## src/rtl/fancy_timer_ctrl.sv

```systemverilog
// fancy_timer_ctrl: watches a serial stream for the pattern 1101. It then loads a
// 4-bit delay MSB-first and runs a countdown of (delay+1)*TICK_CYCLES cycles. It
// holds done until the user acknowledges the expiry.
// Optional feature macro: TIMER_ABORT_EN adds the abort input, which cancels
// any activity and returns the block to SEARCH.
// Handshake: done rises when the countdown expires and stays high until ack is
// sampled high in WAIT_ACK. ack is ignored in every other state.
module fancy_timer_ctrl #(
    parameter int TICK_CYCLES = 1000
) (
    input  logic       clk,
    input  logic       reset,
    input  logic       data,
    input  logic       ack,
`ifdef TIMER_ABORT_EN
    input  logic       abort,
`endif
    output logic [3:0] count,
    output logic       counting,
    output logic       done,
    output logic [3:0] dbg_state
);

    localparam int TW = (TICK_CYCLES > 1) ? $clog2(TICK_CYCLES) : 1;
    localparam logic [TW-1:0] TICK_LAST = TW'(TICK_CYCLES - 1);

    typedef enum logic [3:0] {
        SEARCH   = 4'd0,
        S1       = 4'd1,
        S11      = 4'd2,
        S110     = 4'd3,
        LOAD0    = 4'd4,
        LOAD1    = 4'd5,
        LOAD2    = 4'd6,
        LOAD3    = 4'd7,
        COUNT    = 4'd8,
        WAIT_ACK = 4'd9
    } state_t;

    state_t          state_q, state_d;
    logic [3:0]      delay_q, delay_d;
    logic [TW-1:0]   tick_q, tick_d;
    logic            abort_req;

`ifdef TIMER_ABORT_EN
    assign abort_req = abort;
`else
    assign abort_req = 1'b0;
`endif

    // State, delay and tick registers; reset lands everything in an idle SEARCH.
    always_ff @(posedge clk or posedge reset) begin
        if (reset) begin
            state_q <= SEARCH;
            delay_q <= 4'd0;
            tick_q  <= '0;
        end else begin
            state_q <= state_d;
            delay_q <= delay_d;
            tick_q  <= tick_d;
        end
    end

    // Next-state logic: pattern search, delay load, countdown and ack wait.
    always_comb begin
        state_d = state_q;
        delay_d = delay_q;
        tick_d  = tick_q;
        case (state_q)
            SEARCH:   state_d = data ? S1 : SEARCH;
            S1:       state_d = data ? S11 : SEARCH;
            S11:      state_d = data ? S11 : S110;
            S110:     state_d = data ? LOAD0 : SEARCH;
            LOAD0: begin
                delay_d = {delay_q[2:0], data};
                state_d = LOAD1;
            end
            LOAD1: begin
                delay_d = {delay_q[2:0], data};
                state_d = LOAD2;
            end
            LOAD2: begin
                delay_d = {delay_q[2:0], data};
                state_d = LOAD3;
            end
            LOAD3: begin
                delay_d = {delay_q[2:0], data};
                tick_d  = '0;
                state_d = COUNT;
            end
            COUNT: begin
                if (tick_q == TICK_LAST) begin
                    tick_d = '0;
                    // The step ending at zero expires the timer instead of underflowing.
                    if (delay_q != 4'd0) begin
                        delay_d = delay_q - 4'd1;
                    end else begin
                        state_d = WAIT_ACK;
                    end
                end else begin
                    tick_d = tick_q + 1'b1;
                end
            end
            WAIT_ACK: begin
                if (ack) begin
                    state_d = SEARCH;
                end
            end
            default: begin
                state_d = SEARCH;
                delay_d = 4'd0;
                tick_d  = '0;
            end
        endcase
        // Abort overrides everything, including a simultaneous ack.
        if (abort_req && state_q != SEARCH) begin
            state_d = SEARCH;
            delay_d = 4'd0;
            tick_d  = '0;
        end
    end

    assign count     = delay_q;
    assign counting  = (state_q == COUNT);
    assign done      = (state_q == WAIT_ACK);
    assign dbg_state = state_q;

endmodule

```

## config.mk

```make
export PLATFORM = sky130hd
export DESIGN_NAME = fancy_timer_ctrl
export DESIGN_NICKNAME = d
export VERILOG_FILES = /design/src/rtl/fancy_timer_ctrl.sv
export SDC_FILE = /design/constraint.sdc
export NUM_CORES = 1
export LEC_CHECK = 0
export ABC_AREA = 1
export BUFFER_PORTS_ARGS = -buffer_cell sky130_fd_sc_hd__buf_2
export CORE_AREA = 2 2 50 61
export CTS_CLUSTER_SIZE = 28
export DETAILED_ROUTE_END_ITERATION = 7
export DIE_AREA = 0 0 52 63
export GPL_TIMING_DRIVEN = 0
export PLACE_DENSITY = 0.7
export SLEW_MARGIN = 30
export SYNTH_ARGS = -nofsm -noshare
export SYNTH_HDL_FRONTEND = slang
export SYNTH_SLANG_ARGS = --single-unit
```

## constraint.sdc

```tcl
create_clock -name clk -period 1.65 [get_ports clk]
set_clock_uncertainty 0.2 [all_clocks]
set_input_delay 0.33 -clock clk [delete_from_list [all_inputs] [get_ports clk]]
set_output_delay 0.33 -clock clk [all_outputs]
set_load 0.005 [all_outputs]
```

==> qor.yml, run 1 <==
min_period_ns: 1.67
required_ns: 1.12
fin_ws_ns: -0.0192
endpoint_kind: "primary output"
synth_edf_count: 0
synthDistinctLibCells: 25
final_common_cell: "nand2_1"
final_hold_viol_count: 0
die_height_um: 63
irDropWorstVdd_uv: 1100
ys_ff_latch: 18
mostFrequentLayoutCells: "nand2_1, inv_1, nand3_1, buf_4, dfrtp_1"
drive_above_1_share_pct: 30.3
slew_headroom_pct: 54.4
cp_max_fo: 3
grt_max_degree: 19
stdcell_area_sq_um: 1560
holdPathStages: 3
drt-total-wl_um: 3020
htree_levels: 1
fp.coreArea_sq_um: 2710
grt_pass1_vias: 1225
vias: 1260
clk_latency_ns: 0.29
synthArstFlopShare_pct: 100
path_class: "flop to primary output"
dp_hpwl_um: 2080
drv_slew: 0
violations: "negative setup slack"
hold_path.class: "input port to flop"
status: "finished, violations left"
dpl_cell_area_sq_um: 1370
clockBufferDepth: 2
final_nets: 219
vias_per_cell: 5.14
antenna_found_initial: 0
firstDrtPassIters: 4
gp_congestion: 0.852
regArea_sq_um: 453
synth_area_sq_um: 1260
antennaDiodeCount: 0
fill_cells: 247
r2r_cells: 10
drt_first_iter_violations: 46
portBuffers: 13
cts_inserted_buffers: 3
setup_tns_ns: -0.0192
die-area_sq_um: 3280
grt_pass1_wl_um: 5350
grt_overflow_total: 0
post_synth.cell_area_avg_sq_um: 7.11
wl_per_cell_um: 12.3
ios: 14
initial_core_util_pct: 46.7
track_usage_pct: 21.0
mappedNetlistNets: 185
row_count: 21
synth-main-ff-cell: "dfrtp_1"
root_buffer: "clkbuf_4"
ys.warnings.count: 0
cp.arrival_ns: 1.14
drcViolationCount: 0
rsz0062_at_grt: "true"
cts_tree: "yes"
detail-route-antenna-nets: 0
fmax_ghz: 0.599
startpoint_type: "flop"
synthToLayoutAreaGrowth_pct: 23.4
leakage_nw: 0.811
post-place-ws_ns: 0.0255
synth-seq-area-share_pct: 35.6
maxCapViolations: 0
cellPowerDensity_nw_per_um2: 1650
setup_viol: 1
multi_input_area_sq_um: 724
dieWidth_um: 52
worst_pin_slew_ns: 0.683
post-route-period-util_pct: 101
syn_inst: 178
path_clk_slew_ns: 0.10
cts.sinks: 18
## cells by family after synthesis
kind of cell | synth area share (%)
adders and majority gates | 2.97
buffers and inverters | 8.90
xor gates and xnor gates | 0.693
DFF | 35.6
AOI/OAI and AO/OA | 7.91
and+or+nand+nor | 43.9
## worst max-delay path, stage by stage, from the launching register on
cell	delay (ns)
dfrtp_2	0.44
inv_2	0.10
nand2_2	0.07
nor2_4	0.13
buf_6	0.11
## power by group
group          switching, mW  total [mW]  internal, mW
sequential             0.114       0.661         0.547
combinational          0.957        1.64         0.688
clock                  0.139       0.274         0.135
total                   1.21        2.58          1.37
## through the flow
| stage | util (%) | std cells | total power [mW] | hold WS (ns) |
|---|---|---|---|---|
| floorplan | - | 178 | 1.65 | 0.0686 |
| global placement | 50.7 | 225 | 1.94 | 0.258 |
| detailed placement | 50.7 | 225 | 1.97 | 0.263 |
| CTS | 55.3 | 239 | 2.46 | 0.111 |
| global route | 57.7 | 245 | 2.78 | 0.148 |
| finish | 57.7 | 245 | 2.58 | 0.117 |
## synth_stat cells, types with 2 or more instances
master,n,area share (%)
o21ai_0,6,2.4
nand2_2,4,2.0
nand3_1,19,7.5
dfrtp_1,18,36
o22ai_1,3,1.5
inv_1,21,6.2
nand2_4,5,4.5
nor2_4,4,3.6
ha_1,3,3.0
o21ai_2,2,1.4
nor2_2,3,1.5
inv_2,4,1.2
nand4_1,5,2.5
nor2_1,16,4.7
nand2_1,55,16
## final timing paths
path | startpoint | end | slack [ns]
min reg2reg | tick_q[7]$_DFFE_PP0N_ | tick_q[7]$_DFFE_PP0N_ | 0.35
max | dbg_state[0]$_DFFE_PP0P_ | counting | -0.02
min in group asynchronous | reset | count[0]$_DFFE_PP0P_ | 0.47
min | ack | dbg_state[0]$_DFFE_PP0P_ | 0.12
max reg2reg | dbg_state[0]$_DFFE_PP0P_ | dbg_state[0]$_DFFE_PP0P_ | 0.09
max in group asynchronous | reset | dbg_state[1]$_DFFE_PP0P_ | 0.31
## layout make-up
class / instances / share of cell area [%]
multi-input combinational: 133 / 46.4
tap: 34 / 2.72
buffer: 1 / 0.481
inverter: 25 / 6.17
sequential: 18 / 29.0
clock buffer: 4 / 2.32
timing repair buffer: 30 / 12.9
## registers in the layout (all words and copies together) (netlist names)
name       flops
count          4
dbg_state      4
tick_q        10
## metal layers
layer	routed length [um]	up-vias	global-route usage, %	share of wire (%)
met4	51	0	7.89	1.7
met2	1650	30	37.2	55
met1	1230	589	25.7	41
met3	86	9	1.44	2.8
met5	0	-	0	0
li1	-	632	-	-
## what timing repair did
action | CTS | global route
pin swaps | 3 | 4
setup buffers | 9 | 7
hold buffers | 1 | 0
endpoints found under the setup margin | 2 | 9
gates resized for setup | 4 | 7
hold endpoints to repair | 18 | 0
No activity file was read; power rests on OpenSTA's default activity.
==> run 2: changes to the inputs <==
==> constraint.sdc (replaced) <==
create_clock -name clk -period 1.65 [get_ports clk]
set_clock_uncertainty 0.2 [all_clocks]
set_input_delay 0.33 -clock clk [delete_from_list [all_inputs] [get_ports clk]]
set_output_delay 0.33 -clock clk [all_outputs]
set_load 0.02 [all_outputs]
==> run 2 against run 1 <==
The run still ends with negative setup slack left. Via count shrank 2.5%. Flip-flop and latch count is the same. Sequential share of layout area barely moved. Sequential power barely moved. Critical path type unchanged.
==> qor.yml, run 2 (same netlist as run 1, synthesis figures left out) <==
dp.cells: 225
pwr-share-seq_pct: 24.7
antennaDiodeCount: 0
dp_hpwl_um: 2080
internal_power_mw: 1.36
row_count: 21
cts.sinks: 18
hold_path.class: "input port to flop"
antenna_found_initial: 0
maxCapViolations: 0
firstDrtPassIters: 4
path_class: "flop to primary output"
gp_congestion: 0.852
ios: 14
die_height_um: 63
vias_per_cell: 5.03
power_frac_clock_pct: 10.1
min_period_ns: 1.69
final_common_cell: "nand2_1"
synthToLayoutAreaGrowth_pct: 23.3
swShare_pct: 49.0
grt_pass1_wl_um: 5360
worst_pin_slew_ns: 0.683
fin_cells: 244
fp.coreArea_sq_um: 2710
violations: "negative setup slack"
root_buffer: "clkbuf_4"
top_register: "tick_q"
status: "finished, violations left"
drv_slew: 0
mostFrequentLayoutCells: "nand2_1, inv_1, nand3_1, buf_4, dfrtp_1"
drcViolationCount: 0
post-route-period-util_pct: 103
cts_tree: "yes"
grt_max_degree: 19
grt_overflow_total: 0
wl_per_cell_um: 12.4
grt_pass1_vias: 1221
holdWs_ns: 0.127
drt_first_iter_violations: 33
setup_viol: 1
drt-total-wl_um: 3020
htree_levels: 1
fin_ws_ns: -0.0414
path_clk_slew_ns: 0.10
die-area_sq_um: 3280
largest_reg_flops: 10
detail-route-antenna-nets: 0
irDropWorstVdd_uv: 1090
cts_inserted_buffers: 3
drive_above_1_share_pct: 30.0
final_hold_viol_count: 0
leakage_nw: 0.807
required_ns: 1.12
final_nets: 218
initial_core_util_pct: 46.7
startpoint_type: "flop"
fmax_ghz: 0.591
cellPowerDensity_nw_per_um2: 1710
netSwitchingPower_mw: 1.31
clk_latency_ns: 0.29
clockBufferDepth: 2
cp_max_fo: 3
track_usage_pct: 21.1
post-route-util_pct: 57.7
endpoint_kind: "primary output"
slew_headroom_pct: 54.4
comb_power_share_pct: 65.2
dieWidth_um: 52
portBuffers: 13
rsz0062_at_grt: "true"
cp.arrival_ns: 1.16
vias: 1228
-- run 2: cell types whose count changed in the layout (fill, tap and decap cells not counted) --
cell / change
buf_2: -1
buf_4: -1
buf_6: +1
-- run 2: final cells by class --
cell class                      instances  area (sq um)
Timing Repair Buffer                   29           200
Buffer                                  1          7.51
Sequential cell                        18           453
Multi-Input combinational cell        133           724
Clock buffer                            4          36.3
Tap cell                               34          42.5
Inverter                               25          96.3
Fill cell                             246          1150
-- run 2: worst max-delay path: stages, from the launching register on --
cell and delay, ns:
dfrtp_2 0.43, inv_2 0.10, nand2_2 0.07, nor2_4 0.13, buf_6 0.14
-- run 2: final timing paths --
path | slack (ns) | cells after the start | to | startpoint
max | -0.04 | 4 | counting | dbg_state[0]$_DFFE_PP0P_
min | 0.13 | 3 | dbg_state[0]$_DFFE_PP0P_ | ack
max reg2reg | 0.10 | 8 | count[1]$_DFFE_PP0P_ | tick_q[1]$_DFFE_PP0N_
min reg2reg | 0.35 | 2 | tick_q[7]$_DFFE_PP0N_ | tick_q[7]$_DFFE_PP0N_
max in group asynchronous | 0.31 | 3 | dbg_state[1]$_DFFE_PP0P_ | reset
min in group asynchronous | 0.47 | 3 | count[0]$_DFFE_PP0P_ | reset
-- run 2: through the flow --
stage	area (sq um)	setup TNS, ns	power, mW	setup slack [ns]
3_5_place_dp	1370	0	2.08	0.0255
6_report	1560	-0.0414	2.68	-0.0414
3_3_place_gp	1370	0	2.05	0.0360
5_1_grt	1560	-0.144	2.89	-0.0884
4_1_cts	1510	-0.127	2.60	-0.127
2_1_floorplan	1260	0	1.76	0.0804
-- run 2: power by group through the flow --
stage,logic [mW],clock network (mW),registers (mW)
after floorplan,1.02,0,0.742
after global placement,1.38,0,0.676
after detailed placement,1.40,0,0.681
after CTS,1.67,0.280,0.655
after global routing,1.92,0.294,0.675
final,1.74,0.270,0.661
-- run 2: metal layers --
| metal | up-vias | wire length [um] | GRT usage (%) |
|---|---|---|---|
| met5 | - | 0 | 0 |
| met4 | 0 | 31 | 8.22 |
| met3 | 4 | 77 | 1.44 |
| met2 | 23 | 1670 | 37.0 |
| met1 | 571 | 1250 | 26.0 |
| li1 | 630 | - | - |
-- run 2: timing repair --
action                                  in CTS  in global routing
hold endpoints to repair                    18                  0
buffers inserted                            10                  5
pin swaps                                    4                  4
gates resized for setup                      8                  6
cloned                                       0                  0
hold buffers                                 1                  0
endpoints found under the setup margin       2                  9
